--- src/rtl/pipelined_adder.sv ---
// pipelined_adder: STAGES-deep carry-chunked add/sub with valid/ready back-pressure
// Ports: clk_in, rst_n_in (async, active-low); in_valid_in/in_ready_out with a_in, b_in,
// car_in, sub_in; out_valid_out/out_ready_in with result, car_out.
// Optional PIPELINED_ADDER_FLAGS_EN adds registered ovf_out (signed overflow) and zero_out.
module pipelined_adder #(
  parameter int WIDTH  = 32,
  parameter int STAGES = 4
) (
  input  logic             clk_in,
  input  logic             rst_n_in,
  input  logic             in_valid_in,
  output logic             in_ready_out,
  input  logic [WIDTH-1:0] a_in,
  input  logic [WIDTH-1:0] b_in,
  input  logic             car_in,
  input  logic             sub_in,
  output logic             out_valid_out,
  input  logic             out_ready_in,
  output logic [WIDTH-1:0] result,
  output logic             car_out
`ifdef PIPELINED_ADDER_FLAGS_EN
  ,
  output logic             ovf_out,
  output logic             zero_out
`endif
);
  localparam int CW = WIDTH / STAGES;
  logic adv;
  assign adv          = !out_valid_out || out_ready_in;
  assign in_ready_out = adv;
  for (genvar k = 0; k < STAGES; k++) begin : g_stage
    // DW: operand bits still unprocessed on entry; PW: result bits resolved on exit
    localparam int DW = WIDTH - k * CW;
    localparam int PW = (k + 1) * CW;
    logic [DW-1:0] a_d, b_d;
    logic          c_d, v_d, c_q, v_q;
    logic [CW:0]   sum;
    logic [PW-1:0] s_n, s_q;
    if (k == 0) begin : g_head
      assign a_d = a_in;
      assign b_d = sub_in ? ~b_in : b_in;
      assign c_d = car_in ^ sub_in;
      assign v_d = in_valid_in;
      assign s_n = sum[CW-1:0];
    end else begin : g_body
      assign a_d = g_stage[k-1].g_ops.a_q;
      assign b_d = g_stage[k-1].g_ops.b_q;
      assign c_d = g_stage[k-1].c_q;
      assign v_d = g_stage[k-1].v_q;
      assign s_n = {sum[CW-1:0], g_stage[k-1].s_q};
    end
    assign sum = {1'b0, a_d[CW-1:0]} + {1'b0, b_d[CW-1:0]} + {{CW{1'b0}}, c_d};
    always_ff @(posedge clk_in or negedge rst_n_in)
      if (!rst_n_in) begin
        v_q <= 1'b0;
        c_q <= 1'b0;
        s_q <= '0;
      end else if (adv) begin
        v_q <= v_d;
        c_q <= sum[CW];
        s_q <= s_n;
      end
    // Operands are shifted down as they go so each stage always works on its low chunk
    if (k < STAGES - 1) begin : g_ops
      logic [DW-CW-1:0] a_q, b_q;
      always_ff @(posedge clk_in or negedge rst_n_in)
        if (!rst_n_in) begin
          a_q <= '0;
          b_q <= '0;
        end else if (adv) begin
          a_q <= a_d[DW-1:CW];
          b_q <= b_d[DW-1:CW];
        end
    end
  end
  assign out_valid_out = g_stage[STAGES-1].v_q;
  assign result        = g_stage[STAGES-1].s_q;
  assign car_out       = g_stage[STAGES-1].c_q;
`ifdef PIPELINED_ADDER_FLAGS_EN
  logic ovf_d, zero_d;
  // a^b^sum at the MSB recovers the carry into the MSB
  assign ovf_d  = g_stage[STAGES-1].a_d[CW-1] ^ g_stage[STAGES-1].b_d[CW-1]
                ^ g_stage[STAGES-1].sum[CW-1] ^ g_stage[STAGES-1].sum[CW];
  assign zero_d = g_stage[STAGES-1].s_n == '0;
  always_ff @(posedge clk_in or negedge rst_n_in)
    if (!rst_n_in) begin
      ovf_out  <= 1'b0;
      zero_out <= 1'b0;
    end else if (adv) begin
      ovf_out  <= ovf_d;
      zero_out <= zero_d;
    end
`endif
endmodule

--- config.mk ---
export PLATFORM = sky130hd
export DESIGN_NAME = pipelined_adder
export DESIGN_NICKNAME = d
export VERILOG_FILES = /design/src/rtl/pipelined_adder.sv
export SDC_FILE = /design/constraint.sdc
export NUM_CORES = 1
export LEC_CHECK = 0
export CORE_ASPECT_RATIO = 1.75
export CORE_MARGIN = 2
export CORE_UTILIZATION = 55
export CTS_CLUSTER_SIZE = 24
export DETAILED_ROUTE_END_ITERATION = 7
export GPL_ROUTABILITY_DRIVEN = 0
export GPL_TIMING_DRIVEN = 0
export PLACE_DENSITY = 0.79
export SYNTH_ARGS = -nofsm -noshare
export SYNTH_HDL_FRONTEND = slang
export SYNTH_SLANG_ARGS = --single-unit
--- constraint.sdc ---
create_clock -name clk_in -period 2.75 [get_ports clk_in]
set_input_delay 0.55 -clock clk_in [delete_from_list [all_inputs] [get_ports clk_in]]
set_output_delay 0.55 -clock clk_in [all_outputs]
set_load 0.01 [all_outputs]
* After elaboration in Yosys (flattened, before gate mapping)
Index checks and enable logic that the tools add are counted.
** Word-level totals
- Flip-flop bits (word level) :: 184
- Bits of input ports :: 70
- Output and inout bits :: 35
- Logic and storage cells :: 31
** Cells by class
- Add/subtract/negate cells :: 8
- Mux-type cells :: 1
- Bitwise logic cells :: 2
- Reduce and logical (&&, ||, !) cells :: 2
** Operators by type and width (number)
- adder 8 x 8 -> 9 bit :: 4
- adder 9 x 1 -> 9 bit :: 4
- 2-to-1 mux 32 bit :: 1
- inverter 32 bit :: 1
- zero test 1 bit :: 1
- logical OR 1 bit :: 1
- XOR 1 bit :: 1

* Depth between registers and ports, before layout
Gate-level depths: netlist of run 1.
- Depth after elaboration :: 4
- Gate-level depth with buffers :: 10
- Depth with buffers taken out :: 8

* Worst setup path after synthesis of run 1
OpenSTA, ideal clock, no wires.
- Path kind :: input-to-reg
- From :: input sub_in
- To :: register g_stage[0].s_q[6]
- Library setup time :: 69 ps
- Arrival :: 2497 ps
- Required time :: 2681 ps
- Setup slack :: 185 ps
- Cell stages on the path :: 10
- Path buffers :: 2
- Cells stage by stage :: buf_2 > buf_2 > xor2_1 > fa_1 > inv_1 > fa_1 > nor2b_1 > o31a_1 > or3_1 > nand3_1
** On the way
- Word-level cells in the longest chain between the ends :: 3
- Elaborated cells on any way between the ends :: 4
- Classes of those cells :: add/sub (2); mux (1); bitwise (1)
** RTL lines
- from (decl) :: RTL line 16 : input logic sub_in,
- 2-to-1 mux 32 bit :: RTL line 41 : assign b_d = sub_in ? ~b_in : b_in;
- adder 8 x 8 -> 9 bit :: RTL line 52 : assign sum = {1'b0, a_d[CW-1:0]} + {1'b0, b_d[CW-1:0]} + {{CW{1'b0}}, c_d};
- adder 9 x 1 -> 9 bit * :: RTL line 52
- to (signal assigned) :: RTL line 61 : s_q <= s_n;
- to (decl) :: RTL line 38 : logic [PW-1:0] s_n, s_q;
Mark *: on every way between the ends. The rest lies on a longest branch, timed or not.
A chain may end at the register's enable or synchronous reset.

* Worst setup path after layout of run 1
- From :: input out_ready_in
- To :: output in_ready_out
** On the way
- Word-level cells in the longest chain between the ends :: 1
** RTL lines
- from (decl) :: RTL line 18 : input logic out_ready_in,
- logical OR 1 bit :: RTL line 29 : assign adv = !out_valid_out || out_ready_in;
- to (decl) :: RTL line 12 : output logic in_ready_out,
Every way passes these cells.

==> impl_metrics.toml, run 1 <==
[die]
io_pins = 105
num_rows = 60
coreArea_um2 = 15300
start_util = 0.560
die_h_um = 169
dieArea_um2 = 16700
dieWidth_um = 98.4

[clock_network]
cts-buffers-inserted = 17
clockRootBuffer = "clkbuf_16"
cts.sinks = 184
cts.reportedPaths.clkPinSlew_ns = 0.07
post_cts_buffers = 0
htreeDepth = 4
cts_tree = "done"
insertion_delay_ns = 0.43
cts_buffer_depth = 2

[logic_synthesis]
synth_ff_type = "dfrtp_1"
ys_seq_area_frac = 0.536
avgSynthCellArea_um2 = 9.24
syn_area_um2 = 8580
ys_ff_latch = 184
yosys_warnings = 0
ys_types = 37
synth_fp_nets = 1035
syn_inst = 929
async_flop_share = 1.00
synth-edff-count = 0

[pwr]
p_seq_frac = 0.384
static-leakage-power_nw = 5.09
vdd_drop_max_mv = 0.526
p_comb_frac = 0.412
power_w = 0.0121
netSwitchingPower_w = 0.00460
p_sw_frac = 0.379
p_clk_frac = 0.204
cellPowerDensity_nw_per_um2 = 1160
p_int_w = 0.00752

[placement]
place_ws_ns = -0.284
hpwl_um = 14900
io_buffers = 103

[timing]
finalCritPeriodShare = 0.982
setup_viol = 0
rsz0062_at_grt = "false"
finalHoldViolCount = 0
setup_ws_ns = 0.0488
max_slew.worst_pin.slew_ns = 0.599
max-slew-margin-rel = 0.601
min_period_ns = 2.70
fin_skew_ns = 0.0113
setup_tns_ns = 0
max_clock_freq_mhz = 370
slew_viol_final = 0
timing.hold.ws_ns = 0.0646

[worst_setup_path]
cp_max_fo = 19
path_class = "in2out"
cp.required_ns = 2.20
start_kind = "input port"
end_kind = "output port"
cp.arrival_ns = 2.15

[detailed_routing]
num_vias = 6905
wl_met3_um = 849
met2_wirelength_um = 11500
drtIter0Drc = 386
drt-met1-wl_um = 7730
routed_wl_um = 21000
wl_per_cell_um = 16.8
ant_nets = 0
drc = 0
viasPerCell = 5.52
highest_layer = "met4"
dr.pass1.iters = 5

[grt]
grt_pass1_wl_um = 34000
grt_max_degree = 110
antenna_found_initial = 0
grt_pass1_vias = 7015
overflow = 0
track_usage = 0.261

[run]
maxCapViolations = 0

[run_status]
status = "finished clean"

[finish]
diodes = 0
mostFrequentLayoutCells = "nand2_1 (430), dfrtp_1 (184), clkdlybuf4s50_1 (102), o21ai_0 (52), buf_2 (39)"
drive_gt1_frac = 0.0761
area_growth_pct = 22.1
fill_cells = 1220
final_common_cell = "nand2_1"
num-nets-final = 1157

[hold_path]
min_path_type = "in2async"
[cells in the mapped netlist, types with 5 or more instances]
cell type  count  area, um^2
o31ai_1        8        60.1
dfrtp_1      184        4600
nand3_1        5        25.0
ha_1          28         350
nand2b_1       7        43.8
xnor2_1       27         236
o21ai_0       52         260
xor2_1        10        87.6
nor3_1         8        40.0
o21a_1         6        45.0
nor2_1        10        37.5
a21o_1         8        60.1
nand3b_1       5        37.5
or3_1          6        37.5
fa_1           8         160
nor3b_1       18         135
a211oi_1      20         150
nand2_1      430        1610
nor4b_1        8        70.1
buf_2         40         200
o31a_1         7        61.3
[critical path: stages]
cell and delay (ns):
clkdlybuf4s50_1 0.52, nor2b_4 0.05, buf_6 0.13, inv_4 0.12
buf_8 0.20, clkdlybuf4s50_1 0.56
[flip-flops by register name, summed over array words and instances (netlist names)]
name	cells
out_valid_out	1
g_stage.g_ops.b_q	48
g_stage.c_q	3
car_out	1
g_stage.g_ops.a_q	48
g_stage.s_q	48
g_stage.v_q	3
result	32
[stage by stage]
step,area [um^2],cells,utilization
floorplan,8580,929,-
CTS,10500,1250,0.684
global route,10500,1250,0.684
detailed placement,9880,1219,0.645
finish,10500,1250,0.684
global placement,9850,1218,0.643
[worst paths after layout]
| check | from | endpoint | slack, ns | cells past startpoint |
|---|---|---|---|---|
| setup / recovery | out_ready_in | in_ready_out | 0.05 | 6 |
| hold / removal | rst_n_in | g_stage[0].g_ops.a_q[1] | 0.06 | 1 |
| setup reg to reg | g_stage[0].c_q | g_stage[1].c_q | 0.30 | 6 |
| hold reg to reg | g_stage[2].v_q | g_stage[2].v_q | 0.46 | 2 |
| max in group asynchronous | rst_n_in | result[28] | 1.76 | 2 |
| min in group clk_in | g_stage[2].v_q | g_stage[2].v_q | 0.46 | 2 |
[area by class of cell]
| cell class | count | area [um^2] | area share |
|---|---|---|---|
| buffer | 46 | 251 | 0.0240 |
| clock inverter | 12 | 139 | 0.0133 |
| clock buffer | 20 | 457 | 0.0436 |
| inverter | 4 | 17.5 | 0.00167 |
| tap | 186 | 233 | 0.0222 |
| timing repair buffer | 104 | 1060 | 0.101 |
| sequential | 184 | 4600 | 0.439 |
| multi-input combinational | 694 | 3710 | 0.354 |
[power by group through the flow]
stage	sequential, W	clock [W]	combinational [W]
6_report	0.00466	0.00247	0.00499
5_1_grt	0.00478	0.00259	0.00554
4_1_cts	0.00465	0.00248	0.00500
3_5_place_dp	0.00468	0	0.00490
3_3_place_gp	0.00464	0	0.00472
2_1_floorplan	0.00460	0	0.00315
[cells by family after synthesis]
| logic type | count (synthesis) | share of synthesized area |
|---|---|---|
| mux | 3 | 0.00350 |
| flops | 184 | 0.536 |
| buf+inv | 51 | 0.0308 |
| fa+ha+maj | 36 | 0.0595 |
| xor+xnor | 37 | 0.0378 |
| compound gates | 118 | 0.0913 |
| simple gates | 500 | 0.241 |
[routing by layer]
metal,track usage,vias to the layer above
met5,0,-
met1,0.288,3328
met3,0.0358,73
met4,0.141,0
met2,0.480,206
li1,-,3298
[repair_timing]
action,in CTS,in global routing
gates resized for setup,3,0
setup endpoints to repair,1,0
hold buffers,0,0
Note: power is estimated with default switching activity, not from simulation.
==> run 2, diff against run 1 <==
--- a/config.mk
+++ b/config.mk
@@ -13,6 +13,7 @@
 export GPL_ROUTABILITY_DRIVEN = 0
 export GPL_TIMING_DRIVEN = 0
 export PLACE_DENSITY = 0.79
+export SETUP_SLACK_MARGIN = 0.3
 export SYNTH_ARGS = -nofsm -noshare
 export SYNTH_HDL_FRONTEND = slang
 export SYNTH_SLANG_ARGS = --single-unit
==> impl_metrics.toml, run 2 (synthesized netlist as in run 1, its figures left out) <==
[grt]
grt_pass1_wl_um = 34100
grt_max_degree = 121
overflow = 0
grt_pass1_vias = 7000
antenna_found_initial = 0
track_usage = 0.260

[placement]
io_buffers = 103
hpwl_um = 14700

[clock_network]
cts.sinks = 184
cts_buffer_depth = 2
cts.reportedPaths.clkPinSlew_ns = 0.07
cts_tree = "done"
clockRootBuffer = "clkbuf_16"
insertion_delay_ns = 0.42
htreeDepth = 4
cts-buffers-inserted = 17

[worst_setup_path]
r2r-start = "g_stage[1].c_q"
rr_endpoint = "g_stage[2].c_q"
cp.arrival_ns = 2.68
cp.required_ns = 3.05
path_class = "reg2reg"
rr_worst_depth = 6
start_kind = "flop"
cp_max_fo = 3
r2r_slack_ns = 0.37
end_kind = "flop"

[timing]
finalCritPeriodShare = 0.865
timing.hold.ws_ns = 0.0528
setup_viol = 0
setup_tns_ns = 0
max_slew.worst_pin.slew_ns = 0.652
max_clock_freq_mhz = 420
fin_skew_ns = 0.0116
max-slew-margin-rel = 0.565
finalHoldViolCount = 0
slew_viol_final = 0
rsz0062_at_grt = "false"
min_period_ns = 2.38

[die]
dieWidth_um = 98.4
start_util = 0.560
num_rows = 60
die_h_um = 169
io_pins = 105
coreArea_um2 = 15300
dieArea_um2 = 16700

[finish]
final_common_cell = "nand2_1"
drive_gt1_frac = 0.0854
mostFrequentLayoutCells = "nand2_1 (430), dfrtp_1 (184), clkdlybuf4s50_1 (100), o21ai_0 (52), buf_2 (38)"
fill_cells = 1209
diodes = 0
seq_area_um2 = 4600
num-nets-final = 1159
area_growth_pct = 22.7
multi_input_area_um2 = 3740
largestRegisters = "g_stage.g_ops.a_q: 48 flops, g_stage.g_ops.b_q: 48 flops, g_stage.s_q: 48 flops"

[detailed_routing]
num_vias = 6777
ant_nets = 0
highest_layer = "met4"
wl_met3_um = 778
drtIter0Drc = 267
viasPerCell = 5.41
wl_per_cell_um = 16.6
drt-met1-wl_um = 7850
dr.pass1.iters = 5
met2_wirelength_um = 11500
drc = 0
routed_wl_um = 20800

[pwr]
cellPowerDensity_nw_per_um2 = 1150
static-leakage-power_nw = 5.10
vdd_drop_max_mv = 0.543

[run]
maxCapViolations = 0

[hold_path]
min_path_type = "in2async"

[run_status]
status = "finished clean"
-- run 2: critical path: stages (launching register included) --
cell      delay, ns
dfrtp_1        0.40
fa_1           0.50
fa_2           0.42
a211oi_2       0.27
nor2_1         0.11
o31a_1         0.28
o31a_1         0.28
-- run 2: how the worst max path moves through the flow --
stage                    from                        to  cells past startpoint
5_1_grt        g_stage[1].c_q            g_stage[2].c_q                      6
3_3_place_gp         rst_n_in  g_stage[0].g_ops.a_q[16]                      1
4_1_cts          out_ready_in              in_ready_out                      7
2_1_floorplan          sub_in         g_stage[0].s_q[6]                     10
3_5_place_dp     out_ready_in              in_ready_out                      7
6_report       g_stage[1].c_q            g_stage[2].c_q                      6
-- run 2: layer usage --
metal,vias to the layer above,GRT usage
met2,165,0.491
met5,-,0
met4,0,0.105
met1,3269,0.291
met3,49,0.0342
li1,3294,-
-- run 2: repair_timing --
item	4_1_cts	5_1_grt
gates resized for setup	8	9
pin swaps	0	3
hold buffers	0	0
setup endpoints to repair	1	9
setup buffers	0	1
-- run 2: area by class of cell --
cell class / instances / area share
clock buffer: 20 / 0.0424
tap: 186 / 0.0221
buffer: 47 / 0.0256
inverter: 4 / 0.00190
multi-input combinational: 694 / 0.356
sequential: 184 / 0.437
timing repair buffer: 105 / 0.101
clock inverter: 12 / 0.0134
-- run 2: where the power goes --
| group | leakage [nW] | switching [W] | total (W) | internal (W) |
|---|---|---|---|---|
| Clock | 0.282 | 0.00107 | 0.00245 | 0.00138 |
| Combinational | 2.60 | 0.00278 | 0.00500 | 0.00222 |
| Sequential | 2.22 | 0.000723 | 0.00464 | 0.00392 |
| Total | 5.10 | 0.00457 | 0.0121 | 0.00752 |
-- run 2: stage by stage --
stage | area [um^2] | setup slack [ns] | instances | utilization | power, W
finish | 10500 | 0.370 | 1252 | 0.687 | 0.0121
global route | 10500 | 0.328 | 1252 | 0.687 | 0.0129
CTS | 10500 | 0.303 | 1251 | 0.685 | 0.0121
detailed placement | 9890 | -0.266 | 1219 | 0.646 | 0.00954
global placement | 9860 | -6.32 | 1218 | 0.644 | 0.00934
floorplan | 8590 | 0.313 | 929 | - | 0.00775
==> run 3, diff against run 2 <==
--- a/config.mk
+++ b/config.mk
@@ -5,6 +5,7 @@
 export SDC_FILE = /design/constraint.sdc
 export NUM_CORES = 1
 export LEC_CHECK = 0
+export ABC_AREA = 1
 export CORE_ASPECT_RATIO = 1.75
 export CORE_MARGIN = 2
 export CORE_UTILIZATION = 55
==> impl_metrics.toml, run 3 <==
[worst_setup_path]
path_delay_family = "buffers and inverters"
cp.required_ns = 2.20
slowest_delay_ns = 0.44
cp.arrival_ns = 1.79
start_kind = "input port"
path_buf_inv = 5
r2r_slack_ns = 0.77
cp_max_fo = 10
path_class = "in2out"
cp_cell_sequence = "clkdlybuf4s50_1, nor2_4, inv_2, buf_6, buf_4, clkdlybuf4s15_1"
crit_slowest_cell = "clkdlybuf4s50_1"
end_kind = "output port"

[die]
dieWidth_um = 98.0
io_pins = 105
start_util = 0.558
num_rows = 60
dieArea_um2 = 16500
coreArea_um2 = 15200
die_h_um = 169

[logic_synthesis]
synthTopCellsByArea = "dfrtp_1 (54%), nand2_1 (21%), ha_1 (4.1%)"
yosys_warnings = 0
yosysMostFrequentCell = "nand2_1"
synth_fp_nets = 1090
ys_ff_latch = 184
synth_commonest_cells = "nand2_1 (474), dfrtp_1 (184), o21ai_0 (60)"
synth-edff-count = 0
yosysTopAreaCell = "dfrtp_1"
ys_types = 24
avgSynthCellArea_um2 = 8.65
ys_seq_area_frac = 0.541
syn_inst = 984
synth_top_cell_area_share = 0.541
syn_area_um2 = 8510
synth_ff_type = "dfrtp_1"
async_flop_share = 1.00

[placement]
place_inst = 1274
hpwl_um = 14300
io_buffers = 103
place_ws_ns = 0.0509

[detailed_routing]
routed_wl_um = 20000
ant_nets = 0
viasPerCell = 5.19
dr.pass1.iters = 5
wl_per_cell_um = 15.3
drtIter0Drc = 385
num_vias = 6793
drc = 0

[clock_network]
htreeDepth = 4
clockRootBuffer = "clkbuf_16"
cts.sinks = 184
cts-buffers-inserted = 17
cts_buffer_depth = 2
insertion_delay_ns = 0.43
cts.reportedPaths.clkPinSlew_ns = 0.07
cts_tree = "done"

[grt]
grt_pass1_vias = 6969
track_usage = 0.256
grt_max_degree = 101
antenna_found_initial = 0
overflow = 0
grt_pass1_wl_um = 33000

[timing]
max_slew.worst_pin.slew_ns = 0.774
setup_viol = 0
finalCritPeriodShare = 0.849
min_period_ns = 2.34
slew_viol_final = 0
setup_ws_ns = 0.414
max-slew-margin-rel = 0.484
finalHoldViolCount = 0
rsz0062_at_grt = "false"
fin_skew_ns = 0.00986
max_clock_freq_mhz = 428

[hold_path]
min_path_type = "in2async"

[finish]
multi_input_area_um2 = 3420
seq_area_um2 = 4600
fin_cells = 1309
diodes = 0
mostFrequentLayoutCells = "nand2_1 (474), dfrtp_1 (184), clkdlybuf4s50_1 (101), o21ai_0 (60), inv_1 (53)"
area_growth_pct = 21.8
fill_cells = 1195
drive_gt1_frac = 0.0695
largestRegisters = "g_stage.g_ops.a_q: 48 flops, g_stage.g_ops.b_q: 48 flops, g_stage.s_q: 48 flops"
num-nets-final = 1216
final_common_cell = "nand2_1"

[pwr]
cellPowerDensity_nw_per_um2 = 1110
static-leakage-power_nw = 5.29
vdd_drop_max_mv = 0.727

[run]
maxCapViolations = 0

[run_status]
status = "finished clean"
## run 3: cell count changes after synthesis, sizes merged, moves of 8 or more
cell | before | now
o21ai | 52 | 70
nor3b | 18 | 0
nor4b | 8 | 0
nor2 | 10 | 23
a21oi | 3 | 15
nand3 | 5 | 23
nor3 | 8 | 0
inv | 4 | 54
nand2 | 430 | 474
o31ai | 8 | 0
a21o | 8 | 0
a211oi | 23 | 4
## run 3: cell families (layout without fill, tap and decap cells)
family / after synthesis / count (layout) / share of synthesized area
compound gates: 90 / 90 / 0.0543
xor+xnor: 38 / 38 / 0.0391
fa+ha+maj: 36 / 36 / 0.0600
buf+inv: 98 / 237 / 0.0568
flops: 184 / 184 / 0.541
simple gates: 538 / 538 / 0.249
## run 3: metal layers
layer  GRT usage  up-vias  share of wire
met3      0.0396       67          0.039
met5           0        -              0
li1            -     3308              -
met1       0.287     3235           0.38
met4       0.132        0          0.048
met2       0.464      183           0.53
## run 3: stage by stage
step	util	total power, W	hold slack [ns]	TNS, ns	instance area (um^2)
6_report	0.680	0.0115	0.0681	0	10400
5_1_grt	0.680	0.0124	0.126	0	10400
4_1_cts	0.678	0.0115	0.116	0	10300
3_5_place_dp	0.643	0.00923	0.455	0	9800
3_3_place_gp	0.641	0.00902	0.438	-1145.51	9770
2_1_floorplan	-	0.00753	0.254	0	8510
## run 3: worst register-to-register path, cell delays in order (launching register included)
cell and delay (ns):
dfrtp_1 0.41, fa_1 0.48, fa_1 0.42, nand2_1 0.10, nand2_1 0.07, nand2_1 0.07, xor2_1 0.20, o21ai_0 0.10
## run 3: layout make-up
cell class / count / area share
clock inverters: 11 / 0.00894
multi-input cells: 702 / 0.330
flip-flops and latches: 184 / 0.444
clock buffers: 21 / 0.0425
well taps: 186 / 0.0225
inverters: 54 / 0.0196
repair buffers: 107 / 0.105
plain buffers: 44 / 0.0273
## run 3: timing repair
action,4_1_cts,5_1_grt
buffers inserted,0,3
resized for setup,2,1
pin swaps,1,1
endpoints found under the setup margin,1,1
hold buffers,0,0
## run 3: final timing paths
| path | from | end | cells after the start |
|---|---|---|---|
| max in group asynchronous | rst_n_in | g_stage[0].s_q[3] | 2 |
| min reg2reg | g_stage[1].g_ops.b_q[12] | g_stage[2].g_ops.b_q[4] | 2 |
| max | out_ready_in | in_ready_out | 6 |
| max reg2reg | g_stage[2].c_q | result[28] | 7 |
| min in group clk_in | g_stage[1].g_ops.b_q[12] | g_stage[2].g_ops.b_q[4] | 2 |
| min | rst_n_in | result[17] | 1 |
## run 3: power by group
part	leakage, nW	internal, W	switching (W)
logic	2.81	0.00198	0.00266
clock network	0.249	0.00117	0.00106
registers	2.22	0.00392	0.000708
total	5.29	0.00707	0.00442
